--- config.mk ---
export PLATFORM = sky130hd
export DESIGN_NAME = pe_layer_sequencer
export DESIGN_NICKNAME = d
export VERILOG_FILES = /design/src/rtl/pe_layer_sequencer.sv
export SDC_FILE = /design/constraint.sdc
export NUM_CORES = 1
export LEC_CHECK = 0
export ABC_AREA = 1
export CORE_ASPECT_RATIO = 1.5
export CORE_MARGIN = 2
export CORE_UTILIZATION = 50
export CTS_BUF_LIST = sky130_fd_sc_hd__clkbuf_4 sky130_fd_sc_hd__clkbuf_8
export DETAILED_ROUTE_END_ITERATION = 10
export GPL_TIMING_DRIVEN = 0
export PLACE_DENSITY = 0.83
export RECOVER_POWER = 100
export SKIP_LAST_GASP = 1
export SYNTH_ARGS = -nofsm -noshare
export SYNTH_HDL_FRONTEND = slang
export SYNTH_SLANG_ARGS = --single-unit
--- constraint.sdc ---
create_clock -name clk -period 2 [get_ports clk]
set_input_delay 0.2 -clock clk [delete_from_list [all_inputs] [get_ports clk]]
set_output_delay 0.2 -clock clk [all_outputs]
set_load 0.005 [all_outputs]
--- src/rtl/pe_layer_sequencer.sv ---
// Job-level controller for one neural_network_pe: clear, load weights, stream
// activations, collect the final PE result and hand it to the host.
module pe_layer_sequencer #(
  parameter int DATA_WIDTH    = 8,
  parameter int WEIGHT_WIDTH  = 8,
  parameter int LEN_W         = 5,
  parameter int DRAIN_TIMEOUT = 32
) (
  input  logic                    clk,
  input  logic                    rst,
  input  logic                    start,
  input  logic                    abort,
  input  logic [LEN_W-1:0]        vec_len,
  input  logic [1:0]              act_func,
  input  logic [1:0]              df_mode,
  output logic                    busy,
  output logic                    done,
  output logic                    err,
  input  logic                    w_valid,
  output logic                    w_ready,
  input  logic [WEIGHT_WIDTH-1:0] w_data,
  input  logic                    a_valid,
  output logic                    a_ready,
  input  logic [DATA_WIDTH-1:0]   a_data,
  output logic                    r_valid,
  input  logic                    r_ready,
  output logic [DATA_WIDTH-1:0]   r_data,
  output logic                    pe_enable,
  output logic                    pe_load_weight,
  output logic                    pe_clear_acc,
  output logic                    pe_forward_output,
  output logic [1:0]              pe_act_func_sel,
  output logic [1:0]              pe_dataflow_mode,
  output logic [WEIGHT_WIDTH-1:0] pe_weight,
  output logic [DATA_WIDTH-1:0]   pe_activation,
  output logic                    pe_upstream_valid,
  input  logic                    pe_upstream_ready,
  input  logic                    pe_downstream_valid,
  output logic                    pe_downstream_ready,
  input  logic [DATA_WIDTH-1:0]   pe_result
);

  localparam int TW = $clog2(DRAIN_TIMEOUT) + 1;
  localparam logic [LEN_W-1:0] CNT_ONE  = LEN_W'(1);
  localparam logic [TW-1:0]    TMO_ONE  = TW'(1);
  localparam logic [TW-1:0]    TMO_LAST = TW'(DRAIN_TIMEOUT - 1);

  typedef enum logic [2:0] {IDLE, CLEAR, LOAD_W, STREAM, DRAIN, OUTPUT, DONE} state_t;

  state_t                  state;
  logic [LEN_W-1:0]        len, w_cnt, a_cnt, r_cnt, r_cnt_nxt;
  logic [TW-1:0]           tmo;
  logic                    err_q, load_q;
  logic [1:0]              af_q, df_q;
  logic [WEIGHT_WIDTH-1:0] w_q;
  logic [DATA_WIDTH-1:0]   res_q;
  logic                    collect, a_hs, r_hit;

  assign collect   = (state == STREAM) || (state == DRAIN);
  assign a_hs      = (state == STREAM) && a_valid && pe_upstream_ready;
  assign r_hit     = collect && pe_downstream_valid;
  // Count including a result landing this cycle, so DRAIN exits without a dead cycle.
  assign r_cnt_nxt = r_hit ? r_cnt + CNT_ONE : r_cnt;

  always_ff @(posedge clk or posedge rst) begin
    if (rst) begin
      state  <= IDLE;
      len    <= '0;
      w_cnt  <= '0;
      a_cnt  <= '0;
      r_cnt  <= '0;
      tmo    <= '0;
      err_q  <= 1'b0;
      load_q <= 1'b0;
      af_q   <= '0;
      df_q   <= '0;
      w_q    <= '0;
      res_q  <= '0;
    end else begin
      load_q <= 1'b0;
      if (r_hit) begin
        res_q <= pe_result;
        r_cnt <= r_cnt_nxt;
      end
      if (abort && state != IDLE && state != DONE) begin
        err_q <= 1'b0;
        state <= DONE;
      end else begin
        case (state)
          IDLE: if (start) begin
            if (vec_len == '0) begin
              err_q <= 1'b1;
              state <= DONE;
            end else begin
              len   <= vec_len;
              af_q  <= act_func;
              df_q  <= df_mode;
              state <= CLEAR;
            end
          end
          CLEAR: begin
            w_cnt <= '0;
            a_cnt <= '0;
            r_cnt <= '0;
            state <= LOAD_W;
          end
          LOAD_W: if (w_valid) begin
            w_q    <= w_data;
            load_q <= 1'b1;
            w_cnt  <= w_cnt + CNT_ONE;
            if (w_cnt + CNT_ONE == len) state <= STREAM;
          end
          STREAM: if (a_hs) begin
            a_cnt <= a_cnt + CNT_ONE;
            if (a_cnt + CNT_ONE == len) begin
              tmo   <= '0;
              state <= DRAIN;
            end
          end
          DRAIN: begin
            if (r_cnt_nxt == len) state <= OUTPUT;
            else if (r_hit) tmo <= '0;
            else if (tmo == TMO_LAST) begin
              err_q <= 1'b1;
              state <= DONE;
            end else tmo <= tmo + TMO_ONE;
          end
          OUTPUT: if (r_ready) begin
            err_q <= 1'b0;
            state <= DONE;
          end
          DONE: begin
            err_q <= 1'b0;
            state <= IDLE;
          end
          default: state <= IDLE;
        endcase
      end
    end
  end

  assign busy                = (state != IDLE);
  assign done                = (state == DONE);
  assign err                 = (state == DONE) && err_q;
  assign w_ready             = (state == LOAD_W);
  assign a_ready             = (state == STREAM) && pe_upstream_ready;
  assign r_valid             = (state == OUTPUT);
  assign r_data              = res_q;
  assign pe_enable           = (state != IDLE) && (state != DONE);
  assign pe_load_weight      = load_q;
  assign pe_clear_acc        = (state == CLEAR);
  assign pe_forward_output   = collect;
  assign pe_downstream_ready = collect;
  assign pe_act_func_sel     = af_q;
  assign pe_dataflow_mode    = df_q;
  assign pe_weight           = w_q;
  assign pe_activation       = a_data;
  assign pe_upstream_valid   = (state == STREAM) && a_valid;

endmodule
==> insert_results.sql <==
INSERT INTO impl_metrics (metric_group, metric, value, unit) VALUES
('status', 'run_status', 'finished with violations', ''),
('status', 'failed_checks', 'setup timing', ''),
('finish', 'synthToLayoutAreaGrowth', '42.7', '%'),
('placed_design', 'routabilityCongestion', '0.904', ''),
('die', 'die_width', '66.8', 'um'),
('cts', 'skew_pair_late_insertion_delay', '0.30', 'ns'),
('finish', 'final_design_area_no_fill', '0.00422', 'mm^2'),
('route', 'vias', '2960', ''),
('sta', 'slew_headroom', '0.316', ''),
('pwr', 'ir_worst_vdd', '787', 'uV'),
('synthesis', 'syn-mean-instance-area', '7.41', 'um^2'),
('sta', 'unrepaired_setup_endpoints_after_global_routing', 'true', ''),
('route', 'vias_per_cell', '5.19', ''),
('synthesis', 'asyncSetResetFlopFracSynth', '1.00', ''),
('sta', 'timing.final.hold_violations', '0', ''),
('sta', 'layout_setup_ws', '-0.0437', 'ns'),
('die', 'dieArea', '0.00655', 'mm^2'),
('die', 'top_level_i_o_count', '82', ''),
('sta', 'finalHoldWorstSlack', '0.286', 'ns'),
('finish', 'nets', '543', ''),
('placed_design', 'post_placement_cell_count', '544', ''),
('synthesis', 'cell_types_with_the_largest_area_share_after_synthesis', 'dfrtp_1, nand2_1, inv_1, nand3_1, nor2_1', ''),
('cts', 'clock-root-buffer', 'clkbuf_8', ''),
('sta', 'finalSetupTns', '-0.140', 'ns'),
('sta', 'final-max-slew-violation-count', '0', ''),
('placed_design', 'detailed_place_hpwl', '5.28', 'mm'),
('setup_path', 'cp_max_fo', '7', ''),
('synthesis', 'yosysTopAreaCellShare', '0.432', ''),
('setup_path', 'cpPeakStageDelay', '0.50', 'ns'),
('setup_path', 'reg2reg_slack', '-0.04', 'ns'),
('sta', 'setup_viol', '6', ''),
('cts', 'post_cts_clock_slew_at_the_launch_and_capture_registers_of_the_worst_setup_and_hold_paths', '0.09', 'ns'),
('cts', 'max-clock-path-buffers', '2', ''),
('sta', 'finClkSkew', '0.00581', 'ns'),
('die', 'row_count', '34', ''),
('synthesis', 'synth_xor_xnor_area_share', '0.0148', ''),
('pwr', 'power_per_cell_area', '1430', 'mW/mm^2'),
('setup_path', 'reg_to_reg_startpoint', 'state[1]', ''),
('global_route', 'grt_usage', '0.231', ''),
('setup_path', 'worstSetupEndpointType', 'flip-flop', ''),
('cts', 'ctsHtreeMaxLevel', '2', ''),
('setup_path', 'cell_repeated_most_along_the_worst_path', 'nand2_2', ''),
('finish', 'final_core_utilization', '0.734', ''),
('min_path', 'min-delay-path-class', 'in -> async', ''),
('global_route', 'busiest_layer', 'met2', ''),
('route', 'route.detailed.drc', '0', ''),
('placed_design', 'area_of_placed_instances', '0.00379', 'mm^2'),
('sta', 'tightestPinTransition', '1.03', 'ns'),
('global_route', 'wire_length_of_the_first_global_routing_pass', '12.0', 'mm'),
('global_route', 'groute.layer.met1.usage', '0.274', ''),
('synthesis', 'dominantRegCellSynth', 'dfrtp_1', ''),
('sta', 'timing.final.crit_share', '1.02', ''),
('route', 'firstDrtPassIters', '4', ''),
('cts', 'cts_made_buffers', '5', ''),
('global_route', 'globalRouteOverflowTotal', '0', ''),
('synthesis', 'synth.area.mux_share', '0.0152', ''),
('setup_path', 'timing.rr.end', 'tmo[5]', ''),
('global_route', 'antenna_found_initial', '0', ''),
('die', 'core_region_area', '0.00574', 'mm^2'),
('route', 'drt_iter0_drc', '169', ''),
('sta', 'achievable-frequency', '0.489', 'GHz'),
('job', 'drv_cap', '0', ''),
('synthesis', 'synth_simple_gate_area_share', '0.366', ''),
('finish', 'antenna-diode-count', '0', ''),
('global_route', 'globalRouteMet2Util', '0.426', ''),
('route', 'drt_wl_total', '7.74', 'mm'),
('global_route', 'grt_pass1_vias', '2809', ''),
('synthesis', 'syn-cell-area', '0.00296', 'mm^2'),
('placed_design', 'port_buffers', '72', ''),
('die', 'starting_density_of_the_core', '0.515', ''),
('cts', 'numClockSinks', '51', '');
==> routing by layer <==
layer / up-vias / wire [um]
met1: 1377 / 3030
met5: - / 0
met3: 15 / 392
li1: 1457 / -
met4: 0 / 171
met2: 111 / 4150
==> cell families after synthesis <==
logic type                 after synthesis
and+or+nand+nor                        240
DFF                                     51
muxes                                    4
adders and majority gates                4
xor gates and xnor gates                 5
AOI/OAI and AO/OA                       32
buffers and inverters                   63
==> cell type report <==
type                    instances  share of cell area
clock inverters                 2             0.00831
multi-input cells             286               0.374
plain buffers                  16              0.0255
flip-flops and latches         51               0.304
inverters                      47              0.0430
clock buffers                   6              0.0196
repair buffers                 90               0.204
well taps                      72              0.0214
==> repair_timing <==
| action | 4_1_cts | 5_1_grt |
|---|---|---|
| cloned | 1 | 0 |
| buffers inserted | 4 | 13 |
| endpoints found under the setup margin | 11 | 33 |
| endpoints found under the hold margin | 0 | 0 |
| gates resized for setup | 14 | 44 |
| pin swaps | 5 | 24 |
==> state kept, by name (all words and copies together), names as in the netlist <==
signal,flops
tmo,6
state,3
pe_weight,8
len,5
pe_dataflow_mode,2
r_cnt,5
w_cnt,5
r_data,8
pe_load_weight,1
pe_act_func_sel,2
err_q,1
a_cnt,5
==> stage by stage <==
step,power [mW],setup WS [ns]
after global placement,4.52,-0.368
after CTS,5.58,-0.0330
after global routing,6.49,-0.169
final,6.02,-0.0437
after detailed placement,4.62,-0.136
after floorplan,3.53,0.167
==> critical path: cells and delay by family (launching register included) <==
family | cells | cell delay, ns
AOI/OAI and AO/OA | 1 | 0.23
buffers and inverters | 2 | 0.20
and+or+nand+nor | 11 | 1.02
DFF | 1 | 0.50
==> cells in the final DEF (no fill, tap or decap), types with 2 or more instances in the layout <==
| cell type | count |
|---|---|
| nor2_1 | 24 |
| clkbuf_1 | 3 |
| xor2_1 | 3 |
| nand4_1 | 8 |
| or2_2 | 2 |
| nand3_1 | 22 |
| inv_1 | 41 |
| clkbuf_2 | 2 |
| nor3_1 | 5 |
| mux2_2 | 4 |
| nor2_4 | 4 |
| buf_6 | 3 |
| nand2_8 | 2 |
| o21ai_0 | 10 |
| nand3_4 | 3 |
| o21ai_2 | 2 |
| buf_4 | 24 |
| clkdlybuf4s50_1 | 42 |
| dfrtp_2 | 5 |
| dlygate4sd3_1 | 30 |
| nor2_2 | 6 |
| or4_1 | 2 |
| dfrtp_1 | 46 |
| xnor2_1 | 2 |
| nand2_4 | 6 |
| ha_1 | 2 |
| nand3_2 | 7 |
| nand2_2 | 14 |
| a21oi_1 | 4 |
| clkbuf_8 | 6 |
| nand2_1 | 132 |
| inv_2 | 4 |
| o21ai_1 | 9 |
| o22ai_1 | 4 |
| inv_4 | 2 |
==> worst min path at each step <==
stage	start	end	slack, ns	cells past startpoint
6_report	rst	r_data[2]	0.29	2
5_1_grt	pe_downstream_valid	r_cnt[1]	0.33	3
4_1_cts	rst	r_data[0]	0.13	2
3_5_place_dp	rst	r_data[0]	0.46	2
3_3_place_gp	r_data[5]	r_data[5]	0.46	2
2_1_floorplan	w_data[0]	pe_weight[0]	0.31	2
==> where the power goes <==
part / switching (mW) / leakage (nW) / internal [mW]
Clock: 0.337 / 0.0612 / 0.405
Sequential: 0.369 / 0.638 / 1.45
Combinational: 1.89 / 1.40 / 1.58
Note: power is estimated with default switching activity, not from simulation.
